$ cat config.mk
export PLATFORM = sky130hd
export DESIGN_NAME = etapa_fetch_pc
export DESIGN_NICKNAME = d
export VERILOG_FILES = /design/src/rtl/etapa_fetch_pc.sv
export SDC_FILE = /design/constraint.sdc
export NUM_CORES = 1
export LEC_CHECK = 0
export BUFFER_PORTS_ARGS = -buffer_cell sky130_fd_sc_hd__buf_4
export CAP_MARGIN = 20
export CORE_MARGIN = 10
export CORE_UTILIZATION = 52
export DETAILED_ROUTE_END_ITERATION = 8
export GPL_ROUTABILITY_DRIVEN = 0
export GPL_TIMING_DRIVEN = 0
export PLACE_DENSITY = 0.94
export SYNTH_ARGS = -nofsm -noshare
export SYNTH_HDL_FRONTEND = slang
export SYNTH_SLANG_ARGS = --single-unit
$ cat constraint.sdc
create_clock -name clk -period 4.5 [get_ports clk]
set_input_delay 0.675 -clock clk [delete_from_list [all_inputs] [get_ports clk]]
set_output_delay 0.675 -clock clk [all_outputs]
set_load 0.03 [all_outputs]
$ cat src/rtl/etapa_fetch_pc.sv
// -----------------------------------------------------------------------------
// etapa_fetch_pc
//   Fetch stage that sits directly in front of the instruction ROM. It holds
//   the program counter, drives the ROM read address and captures the
//   returned word into the IF/ID pipeline register. It also handles hazard
//   stalls, branch/jump redirects and a sticky halt request, and it counts
//   the instructions it delivers (saturating).
//
// Ports
//   clk            in   rising-edge clock
//   reset          in   synchronous, active-high reset
//   stall          in   hold PC and IF/ID (hazard unit)
//   redirect       in   taken branch/jump from a later stage
//   redirect_pc    in   redirect target address
//   halt_req       in   stop fetching until the next reset
//   direinstru     out  ROM read address (the pc register itself)
//   instru         in   ROM data, combinational from direinstru
//   ifid_instr     out  registered instruction word
//   ifid_pc        out  address of ifid_instr
//   ifid_pc_plus1  out  ifid_pc + 1 (wraps)
//   ifid_valid     out  ifid_instr holds a real instruction
//   halted         out  stage is in HALT
//   fetch_count    out  number of valid instructions delivered, saturating
// -----------------------------------------------------------------------------
module etapa_fetch_pc #(
  parameter int                ADDR_W   = 5,
  parameter int                DATA_W   = 32,
  parameter logic [ADDR_W-1:0] RESET_PC = '0,
  parameter logic [DATA_W-1:0] NOP_WORD = '0,
  parameter int                CNT_W    = 16
) (
  input  logic              clk,
  input  logic              reset,
  input  logic              stall,
  input  logic              redirect,
  input  logic [ADDR_W-1:0] redirect_pc,
  input  logic              halt_req,
  output logic [ADDR_W-1:0] direinstru,
  input  logic [DATA_W-1:0] instru,
  output logic [DATA_W-1:0] ifid_instr,
  output logic [ADDR_W-1:0] ifid_pc,
  output logic [ADDR_W-1:0] ifid_pc_plus1,
  output logic              ifid_valid,
  output logic              halted,
  output logic [CNT_W-1:0]  fetch_count
);

  typedef enum logic [1:0] {
    BOOT = 2'd0,
    RUN  = 2'd1,
    HALT = 2'd2
  } state_t;

  localparam logic [CNT_W-1:0] CNT_MAX = {CNT_W{1'b1}};

  state_t            state_reg;
  logic [ADDR_W-1:0] pc_reg;

  // The ROM address is the pc register itself, so the ROM sees it without
  // any extra logic in between.
  assign direinstru = pc_reg;

  always_ff @(posedge clk) begin
    if (reset) begin
      state_reg     <= BOOT;
      pc_reg        <= RESET_PC;
      ifid_instr    <= NOP_WORD;
      ifid_pc       <= '0;
      ifid_pc_plus1 <= '0;
      ifid_valid    <= 1'b0;
      halted        <= 1'b0;
      fetch_count   <= '0;
    end else begin
      case (state_reg)
        // One dead cycle after reset so the ROM output settles on the reset
        // address before it is captured. All control inputs are ignored here.
        BOOT: begin
          ifid_valid <= 1'b0;
          ifid_instr <= NOP_WORD;
          state_reg  <= RUN;
        end

        RUN: begin
          if (redirect) begin
            // Flush wins even over a stall: the fetched word is wrong-path.
            pc_reg     <= redirect_pc;
            ifid_valid <= 1'b0;
            ifid_instr <= NOP_WORD;
          end else if (halt_req) begin
            state_reg  <= HALT;
            ifid_valid <= 1'b0;
            halted     <= 1'b1;
          end else if (!stall) begin
            ifid_instr    <= instru;
            ifid_pc       <= pc_reg;
            ifid_pc_plus1 <= pc_reg + 1'b1;
            ifid_valid    <= 1'b1;
            pc_reg        <= pc_reg + 1'b1;
            if (fetch_count != CNT_MAX) begin
              fetch_count <= fetch_count + 1'b1;
            end
          end
          // stall without redirect/halt: everything holds.
        end

        // Sticky until reset; redirect and stall have no effect.
        HALT: begin
          ifid_valid <= 1'b0;
          halted     <= 1'b1;
        end

        default: begin
          state_reg  <= BOOT;
          ifid_valid <= 1'b0;
        end
      endcase
    end
  end

endmodule
# --- Yosys cells after proc, flatten, opt, wreduce, memory -nomap -nowiden ---
# Index checks and enable logic that the tools add are counted.
word_totals:
  ff_bits: 67
  in_bits: 42
  out_inout_bits: 65
  elab_cells: 47
op_classes:
  addsub: 2
  n_eq_ne: 9
  mux: 13
  bitwise: 5
  reduce_logical: 10
op_table:
  columns: ["operator", "count"]
  rows:
  - ["$mux 32", 3]
  - ["$pmux 32 s2", 1]
  - ["$add 16x1->16 const B", 1]
  - ["$ne 16x16->1 const B", 1]
  - ["$mux 5", 3]
  - ["$reduce_and 3->1", 4]
  - ["$ne 2x2->1 const B", 3]
  - ["$ne 3x3->1 const B", 2]
  - ["$pmux 2 s3", 1]
  - ["$add 5x1->5 const B", 1]
  - ["$not 1->1", 5]
  - ["$reduce_and 5->1", 1]
  - ["$mux 2", 2]
  - ["$reduce_and 4->1", 1]
  - ["$reduce_bool 2->1", 2]
  - ["$reduce_or 4->1", 1]
  - ["$eq 2x1->1 const B", 1]
  - ["$eq 2x2->1 const B", 1]
  - ["$logic_not 2->1", 1]
  - ["$mux 1", 2]
  - ["$ne 2x1->1 const B", 1]
  - ["$pmux 1 s2", 1]

# --- Depth between registers and ports, before layout ---
depth:
  ltp_word: 4
  ltp_mapped: 6
  mapped_depth_nobuf: 5

# --- Least setup slack after synthesis ---
# No wires, ideal clock.
synth_path:
  path_type: "input -> register"
  start: "in redirect"
  end: "reg fetch_count[9]"
  arrival_ps: 1700
  required_ps: 4364
  path_slack_ps: 2664
  stages: 5
  n_path_buf: 1
  path_cell_list: "and2b_1 > nand3_1 > clkbuf_1 > a2111oi_0 > a211oi_1"
synth_between:
  elab_chain_len: 2
synth_lines:
  columns: ["item", "line_no", "rtl"]
  rows:
  - ["from (decl)", "35", "input logic redirect,"]
  - ["$not 1->1 (no source line)", null, null]
  - ["$reduce_and 5->1 (no source line)", null, null]
  - ["to (signal assigned)", "100", "fetch_count <= fetch_count + 1'b1;"]
  - ["to (decl)", "45", "output logic [CNT_W-1:0] fetch_count"]
# No other way between the ends.
# A chain may end at the register's enable or synchronous reset.

# --- Final worst setup path ---
# Ends and elaborated chain as after synthesis.

==> metrics.txt <==
DR WL met3 885 um; grt total ovfl 0; highest ir drop seen on vdd 0.283 mV; CP Launch Type input port; n_diodes 0; DR vias 2754; drt wl/cell 17.1 um; sequential share of power 0.494; Hold-fix buffers, CTS 0; share of the synthesized area in the top cell type 0.494; CP max-delay cell a2111oi_0; worst slew pin tran 0.511 ns; Reg area 0.00134 mm^2; clock network fraction of total power 0.409; GRT Total Usage 0.197; post-placement cell area 0.00359 mm^2; I/O pins 107; reg-to-reg slack, setup 2.65 ns; filler cell count 388; Area Overhead vs Synth 39.8%; switching power share of the total 0.242; Die Wd 92.3 um; Critical Path AT 2.18 ns; largest registers ifid_instr x32, fetch_count x16; reg-to-reg startpoint state_reg[0]; status complete, no violations; # Post-CTS Setup Buffers 0; post-CTS sizing 0; number of max-cap violations 0; final std cells w/o fill 494; Port Buffer Count 105; ratio of cells with drive above 1 in the final layout 0.309; area of the multi-input gates 0.00128 mm^2; area leader, netlist dfxtp_1; pwr/cell area 327 mW/mm^2; initial antenna violation count 0; worst-path fanout max 10; internal power 0.940 mW; clk_lat worst skew 0.34 ns; M1 wire length 3.25 mm; max_slew headroom 0.656; TritonCTS clock tree done; Worst EP required 4.70 ns; synth top area cells dfxtp_1 49%, a22oi_1 8.8%, nor2_1 5.9%, a21oi_1 4.1%, nand2_1 3.2%; net count after synthesis 347; Placed Cells 478; critical-path cell list buf_4, and2b_1, nand3_1, clkbuf_1, a2111oi_0, a211oi_1; setup TNS 0 ns; final setup fails 0; RSZ-0062 raised after global routing no; HP Class reg2reg; CTS Root Cell clkbuf_8; core box area 0.00507 mm^2; Reg with most FFs ifid_instr; Final Hold Vio Count 0; EDFF count, synth 0; Syn Inst Count 303; HPWL Detailed 6.50 mm; CTS sink cnt 67; largest net degree at the start of global routing 12; post-route cell area 0.00380 mm^2; Die Y 92.3 um; Synth Register Bits 67; min Tclk post-route 1.98 ns; crit path kind in2reg; leakage power 1.57 nW; max reg flops 32; post-layout util 0.748; DR pass1 iterations 4; CP endpoint kind flip-flop; maximum buffer depth of the clock tree 2; Syn Area/Cell 8.96 um^2; area of the die 0.00851 mm^2; Initial Utilization 0.535; global-route wire length before repair 13.9 mm; CP Launch Point redirect; drt via density 5.57; commonest cells after routing, fill and taps aside 105 x buf_4, 67 x dfxtp_1, 43 x nor2_1; RR Endpoint fetch_count[9]; htree depth 3; CP Capture Point fetch_count[9]; Residual DRC 0; Tcrit/Tclk final 0.441; Post-synth top flop dfxtp_1; Placement Rows 26; reg2reg path depth 5; highest metal used met4; Setup Skew 0.0107 ns; met2 routed WL 4.12 mm; ys async rst share 0; Synth cell types 45; Comb power frac 0.097; Clock transition at path regs 0.07 ns; antenna-violating nets left 0; Yosys Warn Count 0; Starting DRT DRC Count 148; vias in the first global route 2893; CP max stage delay 0.45 ns; Fmax achieved 504 MHz; Post-Syn Area 0.00272 mm^2; Switching Power 0.300 mW; WL final 8.44 mm; nets@finish 463; max-slew violations 0; most common cell after layout, fill and taps aside buf_4; CTS Buf Count 9; sequential share of the synthesized area 0.494
==> worst min path at each step <==
stage / from / endpoint / slack [ns] / cells after the start
after global routing: ifid_pc[4] / ifid_pc[4] / 0.49 / 2
final: ifid_pc[1] / ifid_pc[1] / 0.45 / 2
after floorplan: state_reg[1] / state_reg[0] / 0.53 / 1
after global placement: halted / halted / 0.44 / 1
after detailed placement: ifid_pc[1] / ifid_pc[1] / 0.45 / 2
after CTS: ifid_pc[1] / ifid_pc[1] / 0.46 / 2
==> stage by stage <==
step	hold slack, ns	setup slack [ns]	power [mW]
detailed placement	0.450	2.25	0.746
floorplan	0.531	2.66	0.687
global placement	0.440	2.33	0.742
CTS	0.459	2.57	1.24
finish	0.454	2.52	1.24
global route	0.492	2.35	1.28
==> cell families after synthesis <==
logic type / synth area share
mux: 0.00737
fa+ha+maj: 0.00921
compound gates: 0.218
simple gates: 0.229
flops: 0.494
xor+xnor: 0.00645
buf+inv: 0.0355
==> per-layer routing <==
layer | GRT usage | vias up
li1 | - | 1345
met1 | 0.208 | 1284
met2 | 0.326 | 109
met3 | 0.0929 | 16
met4 | 0.0938 | 0
met5 | 0 | -
==> worst max-delay path, delay by kind of cell <==
family / cells / cell delay, ns
AOI/OAI and AO/OA: 2 / 0.54
and+or+nand+nor: 2 / 0.57
buffers and inverters: 2 / 0.40
==> Yosys cell counts, types with 5 or more instances <==
master    number
a21oi_1       22
a22oi_1       32
buf_2          5
clkbuf_1      12
dfxtp_1       67
inv_1          6
nand2_1       23
nand2b_1       6
nand3_1        7
nand4_1        6
nor2_1        43
o211ai_1       5
o21ai_0        7
o31ai_1        8
or3_1          5
or4_1          7
==> area by class of cell <==
type	count	share of cell area
flip-flops and latches	67	0.353
clock buffers	12	0.0409
inverters	6	0.00593
clock inverters	4	0.0129
plain buffers	18	0.0194
multi-input cells	212	0.337
well taps	70	0.0231
repair buffers	105	0.208
==> power groups by stage <==
stage / Clock [mW] / Combinational [mW] / Sequential (mW)
after floorplan: 0 / 0.0445 / 0.642
after global placement: 0 / 0.117 / 0.625
after detailed placement: 0 / 0.120 / 0.626
after CTS: 0.511 / 0.121 / 0.613
after global routing: 0.535 / 0.131 / 0.614
final: 0.507 / 0.120 / 0.613
No activity file was read; power rests on OpenSTA's default activity.
